### config.mk
export PLATFORM = sky130hd
export DESIGN_NAME = uart_cmd_decoder_flat
export DESIGN_NICKNAME = d
export VERILOG_FILES = /design/src/rtl/uart_cmd_decoder_if.sv /design/src/rtl/uart_cmd_decoder.sv /design/src/flat_wrapper.sv
export SDC_FILE = /design/constraint.sdc
export NUM_CORES = 1
export LEC_CHECK = 0
export ABC_AREA = 0
export CAP_MARGIN = 20
export CORE_UTILIZATION = 35
export CTS_BUF_LIST = sky130_fd_sc_hd__clkbuf_8
export DETAILED_ROUTE_END_ITERATION = 8
export SYNTH_ARGS = -nofsm -noshare
export SYNTH_HDL_FRONTEND = slang
export SYNTH_SLANG_ARGS = --single-unit
### constraint.sdc
create_clock -name i_clk -period 4.55 [get_ports i_clk]
set_clock_uncertainty 0.2 [all_clocks]
set_input_delay 0.455 -clock i_clk [delete_from_list [all_inputs] [get_ports i_clk]]
set_output_delay 0.455 -clock i_clk [all_outputs]
set_load 0.05 [all_outputs]
### src/rtl/uart_cmd_decoder_if.sv
// Byte handshake between the UART receiver/transmitter pair and the command decoder.
// The UART side is the master; the decoder consumes received bytes and requests acks.
interface uart_cmd_decoder_if;
    logic [7:0] rxd_data;
    logic       rxd_flag;
    logic       txd_flag;
    logic       txd_en;
    logic [7:0] txd_data;

    modport master (
        output rxd_data,
        output rxd_flag,
        output txd_flag,
        input  txd_en,
        input  txd_data
    );

    modport slave (
        input  rxd_data,
        input  rxd_flag,
        input  txd_flag,
        output txd_en,
        output txd_data
    );
endinterface

### src/rtl/uart_cmd_decoder.sv
// Decodes ASCII command bytes into fixed-length button presses and returns a one-byte
// acknowledge (the command itself, or '?' for unknown bytes) to the UART transmitter.
module uart_cmd_decoder #(
    parameter int HOLD_CYCLES = 2_000_000,
    parameter bit ACK_ENABLE  = 1'b1
) (
    input  logic              i_clk,
    input  logic              i_rst_n,
    uart_cmd_decoder_if.slave bus,
    output logic              o_bt_w,
    output logic              o_bt_s,
    output logic              o_bt_a,
    output logic              o_bt_d,
    output logic              o_bt_st,
    output logic [15:0]       o_led,
    output logic [7:0]        o_err_cnt
);

    localparam int          NUM_BT  = 5;
    localparam logic [23:0] HOLD    = 24'(HOLD_CYCLES);
    localparam logic [7:0]  ACK_BAD = 8'h3F;

    typedef enum logic [1:0] {
        ACK_IDLE,
        ACK_SEND,
        ACK_WAIT
    } ackState_t;

    logic [NUM_BT-1:0] w_hit;
    logic              w_valid;
    logic [23:0]       r_cnt     [NUM_BT];
    logic [23:0]       w_cntNext [NUM_BT];
    logic [NUM_BT-1:0] r_bt;
    logic [7:0]        r_lastCmd;
    logic [7:0]        r_errCnt;
    logic [7:0]        r_pendData;
    logic              r_pendV;
    logic [7:0]        r_txdData;
    ackState_t         r_state;
    ackState_t         w_stateNext;
    logic              w_txdEn;
    logic              w_ackLoad;

    // Button index order: 0=W, 1=S, 2=A, 3=D, 4=ST
    always_comb begin
        w_hit = '0;
        case (bus.rxd_data)
            8'h41:        w_hit[0] = 1'b1;
            8'h42:        w_hit[1] = 1'b1;
            8'h43:        w_hit[2] = 1'b1;
            8'h44:        w_hit[3] = 1'b1;
            8'h46, 8'h4E: w_hit[4] = 1'b1;
            default:      w_hit    = '0;
        endcase
        w_valid = |w_hit;
    end

    always_comb begin
        for (int i = 0; i < NUM_BT; i++) begin
            w_cntNext[i] = r_cnt[i];
            if (bus.rxd_flag && w_hit[i]) begin
                w_cntNext[i] = HOLD;
            end else if (r_cnt[i] != '0) begin
                w_cntNext[i] = r_cnt[i] - 24'd1;
            end
        end
    end

    // Registering (next count != 0) makes the button rise the cycle after the byte
    // and stay high for exactly HOLD_CYCLES cycles.
    always_ff @(posedge i_clk or negedge i_rst_n) begin
        if (!i_rst_n) begin
            for (int i = 0; i < NUM_BT; i++) begin
                r_cnt[i] <= '0;
            end
            r_bt <= '0;
        end else begin
            for (int i = 0; i < NUM_BT; i++) begin
                r_cnt[i] <= w_cntNext[i];
                r_bt[i]  <= (w_cntNext[i] != '0);
            end
        end
    end

    always_ff @(posedge i_clk or negedge i_rst_n) begin
        if (!i_rst_n) begin
            r_lastCmd <= '0;
            r_errCnt  <= '0;
        end else if (bus.rxd_flag) begin
            if (w_valid) begin
                r_lastCmd <= bus.rxd_data;
            end else if (r_errCnt != 8'hFF) begin
                r_errCnt <= r_errCnt + 8'd1;
            end
        end
    end

    // A new byte wins over the FSM consuming the entry, so the newest ack is never lost.
    always_ff @(posedge i_clk or negedge i_rst_n) begin
        if (!i_rst_n) begin
            r_pendData <= '0;
            r_pendV    <= 1'b0;
        end else if (bus.rxd_flag) begin
            r_pendData <= w_valid ? bus.rxd_data : ACK_BAD;
            r_pendV    <= 1'b1;
        end else if (w_ackLoad) begin
            r_pendV <= 1'b0;
        end
    end

    always_ff @(posedge i_clk or negedge i_rst_n) begin
        if (!i_rst_n) begin
            r_state <= ACK_IDLE;
        end else begin
            r_state <= w_stateNext;
        end
    end

    always_comb begin
        w_stateNext = r_state;
        w_txdEn     = 1'b0;
        w_ackLoad   = 1'b0;
        case (r_state)
            ACK_IDLE: begin
                if (ACK_ENABLE && r_pendV) begin
                    w_ackLoad   = 1'b1;
                    w_stateNext = ACK_SEND;
                end
            end
            ACK_SEND: begin
                w_txdEn     = 1'b1;
                w_stateNext = ACK_WAIT;
            end
            ACK_WAIT: begin
                if (bus.txd_flag) begin
                    w_stateNext = ACK_IDLE;
                end
            end
            default: w_stateNext = ACK_IDLE;
        endcase
    end

    always_ff @(posedge i_clk or negedge i_rst_n) begin
        if (!i_rst_n) begin
            r_txdData <= '0;
        end else if (w_ackLoad) begin
            r_txdData <= r_pendData;
        end
    end

    assign bus.txd_en   = w_txdEn;
    assign bus.txd_data = r_txdData;

    assign o_bt_w    = r_bt[0];
    assign o_bt_s    = r_bt[1];
    assign o_bt_a    = r_bt[2];
    assign o_bt_d    = r_bt[3];
    assign o_bt_st   = r_bt[4];
    assign o_led     = {r_bt[0], r_bt[1], r_bt[2], r_bt[3], r_bt[4], 3'b000, r_lastCmd};
    assign o_err_cnt = r_errCnt;

endmodule

### src/flat_wrapper.sv
// flat-port wrapper written by rule: the top's interface ports become plain ports
module uart_cmd_decoder_flat 
#(
    parameter int HOLD_CYCLES = 2_000_000,
    parameter bit ACK_ENABLE  = 1'b1
)
  (i_clk, i_rst_n, o_bt_w, o_bt_s, o_bt_a, o_bt_d, o_bt_st, o_led, o_err_cnt, bus_rxd_data, bus_rxd_flag, bus_txd_flag, bus_txd_en, bus_txd_data);
  uart_cmd_decoder_if bus_i ();
  input  logic i_clk;
  input  logic i_rst_n;
  output logic o_bt_w;
  output logic o_bt_s;
  output logic o_bt_a;
  output logic o_bt_d;
  output logic o_bt_st;
  output logic [15:0] o_led;
  output logic [7:0] o_err_cnt;
  input wire logic [$bits(bus_i.rxd_data)-1:0] bus_rxd_data;
  input wire logic [$bits(bus_i.rxd_flag)-1:0] bus_rxd_flag;
  input wire logic [$bits(bus_i.txd_flag)-1:0] bus_txd_flag;
  output wire logic [$bits(bus_i.txd_en)-1:0] bus_txd_en;
  output wire logic [$bits(bus_i.txd_data)-1:0] bus_txd_data;
  assign bus_i.rxd_data = bus_rxd_data;
  assign bus_i.rxd_flag = bus_rxd_flag;
  assign bus_i.txd_flag = bus_txd_flag;
  assign bus_txd_en = bus_i.txd_en;
  assign bus_txd_data = bus_i.txd_data;
  uart_cmd_decoder #(.HOLD_CYCLES(HOLD_CYCLES), .ACK_ENABLE(ACK_ENABLE)) u_core (.i_clk(i_clk), .i_rst_n(i_rst_n), .bus(bus_i), .o_bt_w(o_bt_w), .o_bt_s(o_bt_s), .o_bt_a(o_bt_a), .o_bt_d(o_bt_d), .o_bt_st(o_bt_st), .o_led(o_led), .o_err_cnt(o_err_cnt));
endmodule
======== Yosys cells after proc, flatten, opt, wreduce, memory -nomap -nowiden ========
Index checks and enable logic that the tools add are counted.
storage, ports and cells
  register bits after elaboration ......... 160
  bits in latches ......................... 0
  memory bits (writable) .................. 0
  output and inout bits ................... 38
  memories ................................ 0
  memory bits (read-only) ................. 0
  logic and storage cells ................. 76
  input port bits ......................... 12
operators by class
  add/sub/neg operators ................... 6
  reductions and logical operators ........ 22
  magnitude comparators ................... 0
  div/mod/pow operators ................... 0
  bitwise operators ....................... 1
  multiplexer cells ....................... 24
  equality and inequality tests ........... 11
  shift-type cells ........................ 0
  multiply operators ...................... 0
operators by type and width
  kind                   number
  $mux 24                10
  $reduce_bool 24->1     10
  $sub 24x1->24 const B  5
  $eq 8x7->1 const B     6
  $mux 1                 10
  $add 8x1->8 const B    1
  $mux 8                 1
  $ne 8x8->1 const B     1
  $pmux 2 s3             1
  $logic_and 1x1->1      5
  $reduce_or 5->1        1
  $mux 2                 2
  $reduce_and 2->1       2
  $reduce_and 3->1       1
  $eq 2x1->1 const B     1
  $eq 2x2->1 const B     1
  $logic_not 2->1        1
  $ne 2x1->1 const B     1
  $ne 2x2->1 const B     1
  $reduce_bool 2->1      1
  $reduce_or 2->1        1
  $not 1->1              1

======== Logic depth before layout (Yosys ltp) ========
  word-level depth ........................ 6
  depth in mapped cells ................... 12

======== Least setup slack after synthesis ========
OpenSTA, ideal clock, no wires.
  path kind ............................... reg2reg
  from .................................... reg u_core.r_cnt[24] in the netlist's numbering
  to ...................................... reg u_core.r_bt[3]
  path slack .............................. 1741 ps
  stages on the path, launching flop included .. 11
  buffers on the path ..................... 0
  clock period less this slack ............ 2809 ps
  arrival ................................. 2473 ps
  data required time ...................... 4214 ps
  path through ............................ dfrtp_1 inv_1 ha_1 nor3b_1 nand4_1 nor4_1 nand2_1 xor2_1 or4b_1 nor4_1 nand3_1
on the way
  cells in the longest elaborated chain, start to end .. 4
RTL lines
  what                                                 RTL line                                        text
  start, declared                                      uart_cmd_decoder.sv:31                          logic [23:0] r_cnt [NUM_BT];
  start signal, assigned by index                      uart_cmd_decoder.sv:79                          r_cnt[i] <= w_cntNext[i];
  $sub 24x1->24 or $reduce_bool 24->1 (tied branches)  uart_cmd_decoder.sv:64, uart_cmd_decoder.sv:63
  $mux 24 *                                            uart_cmd_decoder.sv:63                          end else if (r_cnt[i] != '0) begin
  $mux 24 *                                            uart_cmd_decoder.sv:61                          if (bus.rxd_flag && w_hit[i]) begin
  $reduce_bool 24->1 *                                 uart_cmd_decoder.sv:80                          r_bt[i] <= (w_cntNext[i] != '0);
  end signal, assigned by index                        uart_cmd_decoder.sv:80
  end, declared                                        uart_cmd_decoder.sv:33                          logic [NUM_BT-1:0] r_bt;
Every way passes the cells marked *; elsewhere a longest branch is shown, timed or not.
A chain may end at the register's enable or synchronous reset.

======== Final worst setup path ========
Ends and elaborated chain as after synthesis.

==> flow_metrics.tcl <==
set metrics [dict create \
    stdcell_area_um2 9580 \
    cts_tree "built" \
    hold_class "reg2reg" \
    maxSlewHeadroom 0.395 \
    endpoint "u_core.r_bt[3]" \
    critPathSlowestCell "nor4_1" \
    dieArea_um2 24500 \
    grt_pass1_wl_mm 31.6 \
    cts.sinks 160 \
    die_height_um 157 \
    antenna_cells 0 \
    cts_buffers 17 \
    rsz0062_at_grt "false" \
    grt_pass1_vias 6290 \
    maxSlewViolCount 0 \
    via_count 6437 \
    path_max_fanout 5 \
    wirelength_mm 18.6 \
    syn_inst 877 \
    drc 0 \
    synth_edf_count 0 \
    coreArea_um2 23500 \
    crit_family "simple AND/OR/NAND/NOR gates" \
    yosysSeqAreaShare 0.478 \
    num-nets-final 943 \
    cts.repair.resized 0 \
    min_period_ns 3.25 \
    rows 56 \
    cellPowerDensity_nw_per_um2 451 \
    regToRegEndpoint "u_core.r_bt[3]" \
    gp_congestion 0.852 \
    track_usage 0.163 \
    reg2reg_depth 10 \
    rrSetupSlack_ns 1.30 \
    path_clk_slew_ns 0.09 \
    path_buf_inv 1 \
    path_cells "inv_1 -> ha_1 -> nor3b_1 -> nand4_1 -> nor4_1 -> nand2_1 -> xor2_1 -> or4b_1 -> nor4_1 -> nand3_1" \
    dp_hpwl_mm 13.1 \
    ys_types 71 \
    p_leak_nw 3.15 \
    syn_area_per_cell_um2 9.54 \
    crit_arrival_ns 3.39 \
    max_freq_mhz 307 \
    synth_largest_area_cell "dfrtp_1" \
    final_layout_size_suffix_gt1_frac 0.0924 \
    synth_ff_type "dfrtp_1" \
    cp_common_cell "nor4_1" \
    ant_nets 0 \
    post-cts-setup-buffer-count 0 \
    synth_area_um2 8370 \
    hold_slack_ns 0.281 \
    area_delta_synth_final_pct 14.5 \
    placedInstanceArea_um2 9150 \
    synthTopCellsByArea "dfrtp_1, nor2_1, xnor2_1" \
    ys_warn_count 0 \
    h-tree-depth 4 \
    critPathLaunch "u_core.r_cnt[24]" \
    setup_viol 0 \
    clk_latency_ns 0.46 \
    fill_cells 2324 \
    io_pins 50 \
    grt-ovfl-total 0 \
    r2r-start "u_core.r_cnt[24]" \
    postCtsHoldBufs 1 \
    irDropWorstVdd_uv 334 \
    cts-root-buf "clkbuf_8" \
    vias_per_cell 5.15 \
    clk_path_buf_depth 2 \
    drt_first_iter_violations 373 \
    critPathKind "reg2reg" \
    cp_slowest_stage_delay_ns 0.55 \
    worst_pin_slew_ns 0.907 \
    start_util 0.357 \
    regArea_um2 4000 \
    die_w_um 157 \
    first_pass_iters 4 \
    synth_top_area_share 0.478 \
    worst_setup_path_end_kind "flip-flop" \
    async_reset_ff_frac 1.00 \
    outcome "finished, final reports clean" \
    startpoint_type "flip-flop" \
    maxCapViolations 0 \
    io_buffers 46 \
    ys_ff_latch 160 \
    wl_per_cell_um 14.8 \
    totalNegativeSetupSlack_ns 0 \
    grt_max_degree 101 \
    worst-path-stages 10 \
    multi_input_area_um2 4160 \
    antenna_found_initial 0 \
    fin_crit_sh 0.715 \
    hold_viol 0 \
    worst_ep_required_time_ns 4.69 \
]
==> cell usage in the layout (no fill, tap or decap), types with 4 or more instances in the layout <==
| cell type | synthesis | final |
|---|---|---|
| a211oi_1 | 5 | 5 |
| nor4b_1 | 7 | 7 |
| o211ai_1 | 4 | 4 |
| o21ai_0 | 12 | 12 |
| buf_4 | 8 | 7 |
| nand4b_1 | 5 | 5 |
| or3_1 | 15 | 15 |
| nand3_1 | 31 | 31 |
| nand2b_1 | 10 | 10 |
| mux2_2 | 15 | 15 |
| nor4_1 | 36 | 36 |
| nand2_1 | 81 | 81 |
| and2_1 | 6 | 6 |
| ha_1 | 11 | 11 |
| a21oi_1 | 31 | 31 |
| nor3_1 | 47 | 46 |
| mux2i_1 | 6 | 6 |
| o22a_1 | 4 | 4 |
| xnor2_1 | 55 | 55 |
| dfrtp_1 | 160 | 160 |
| a31oi_1 | 4 | 4 |
| inv_1 | 15 | 15 |
| nand4_1 | 21 | 21 |
| or4_1 | 13 | 13 |
| nor2_1 | 135 | 135 |
| and3_1 | 6 | 6 |
| clkdlybuf4s50_1 | 0 | 45 |
| nor4_2 | 6 | 6 |
| xor2_1 | 37 | 37 |
| clkbuf_8 | 0 | 21 |
| nand3b_1 | 4 | 4 |
| or2_2 | 6 | 6 |
| nor3b_1 | 8 | 8 |
==> routing by layer <==
metal | up-vias | global-route usage | wire (um)
li1 | 3188 | - | -
met3 | 21 | 0.0388 | 667
met2 | 107 | 0.255 | 8590
met5 | - | 0 | 0
met1 | 3121 | 0.222 | 9030
met4 | 0 | 0.0546 | 267
==> how the worst min path moves through the flow <==
stage | start | endpoint | slack [ns] | cells after the start
after global placement | u_core.r_lastCmd[6] | u_core.r_lastCmd[6] | 0.26 | 1
after detailed placement | u_core.r_lastCmd[6] | u_core.r_lastCmd[6] | 0.26 | 1
after CTS | u_core.r_lastCmd[6] | u_core.r_lastCmd[6] | 0.29 | 1
after global routing | u_core.r_pendData[6] | u_core.r_pendData[6] | 0.30 | 1
final | u_core.r_lastCmd[6] | u_core.r_lastCmd[6] | 0.28 | 1
after floorplan | i_rst_n | u_core.bus.txd_data[0] | -0.04 | 0
==> area by class of cell <==
type | count | share of cell area
Clock buffer | 21 | 0.0302
Clock inverter | 9 | 0.0137
Inverter | 15 | 0.00588
Multi-Input combinational cell | 671 | 0.434
Sequential cell | 160 | 0.418
Tap cell | 319 | 0.0417
Timing Repair Buffer | 55 | 0.0568
==> where the power goes <==
group,total [W],switching (W),internal [W]
Combinational,0.00120,0.000713,0.000482
Clock,0.00112,0.000525,0.000595
Sequential,0.00201,0.000324,0.00169
==> cells in the mapped netlist, types with 11 or more instances <==
| cell | number |
|---|---|
| nand2_1 | 81 |
| dfrtp_1 | 160 |
| a21oi_1 | 31 |
| nor4_1 | 36 |
| mux2_2 | 15 |
| xnor2_1 | 55 |
| o21ai_0 | 12 |
| nor3_1 | 47 |
| xor2_1 | 37 |
| ha_1 | 11 |
| nand3_1 | 31 |
| or4_1 | 13 |
| nand4_1 | 21 |
| clkbuf_1 | 21 |
| inv_1 | 15 |
| or3_1 | 15 |
| nor2_1 | 135 |
==> flip-flops by register name (all words and copies together) (netlist names) <==
signal,count
u_core.r_cnt,120
u_core.r_pendV,1
u_core.r_state,2
u_core.o_err_cnt,8
u_core.r_pendData,8
u_core.r_bt,5
u_core.r_lastCmd,8
u_core.bus.txd_data,8
==> through the flow <==
| stage | setup slack, ns | instances | utilization | total power [W] |
|---|---|---|---|---|
| after floorplan | 1.74 | 879 | - | 0.00284 |
| after global placement | 1.15 | 1219 | 0.390 | 0.00321 |
| after detailed placement | 1.07 | 1219 | 0.390 | 0.00323 |
| after CTS | 1.31 | 1250 | 0.408 | 0.00438 |
| after global routing | 0.999 | 1250 | 0.408 | 0.00461 |
| final | 1.30 | 1250 | 0.408 | 0.00433 |
==> kinds of logic (layout without fill, tap and decap cells) <==
family | count (synthesis) | count (layout) | share of synthesized area
XOR/XNOR | 92 | 92 | 0.0963
AND/OR/NAND/NOR | 463 | 463 | 0.293
adder cells (fa/ha/maj) | 11 | 11 | 0.0164
flip-flops | 160 | 160 | 0.478
AO/OA/AOI/OAI | 81 | 81 | 0.0614
buffers and inverters | 48 | 100 | 0.0265
multiplexers | 21 | 21 | 0.0274
other | 1 | 3 | 0.000448
Power figures use the tool's default switching activity.
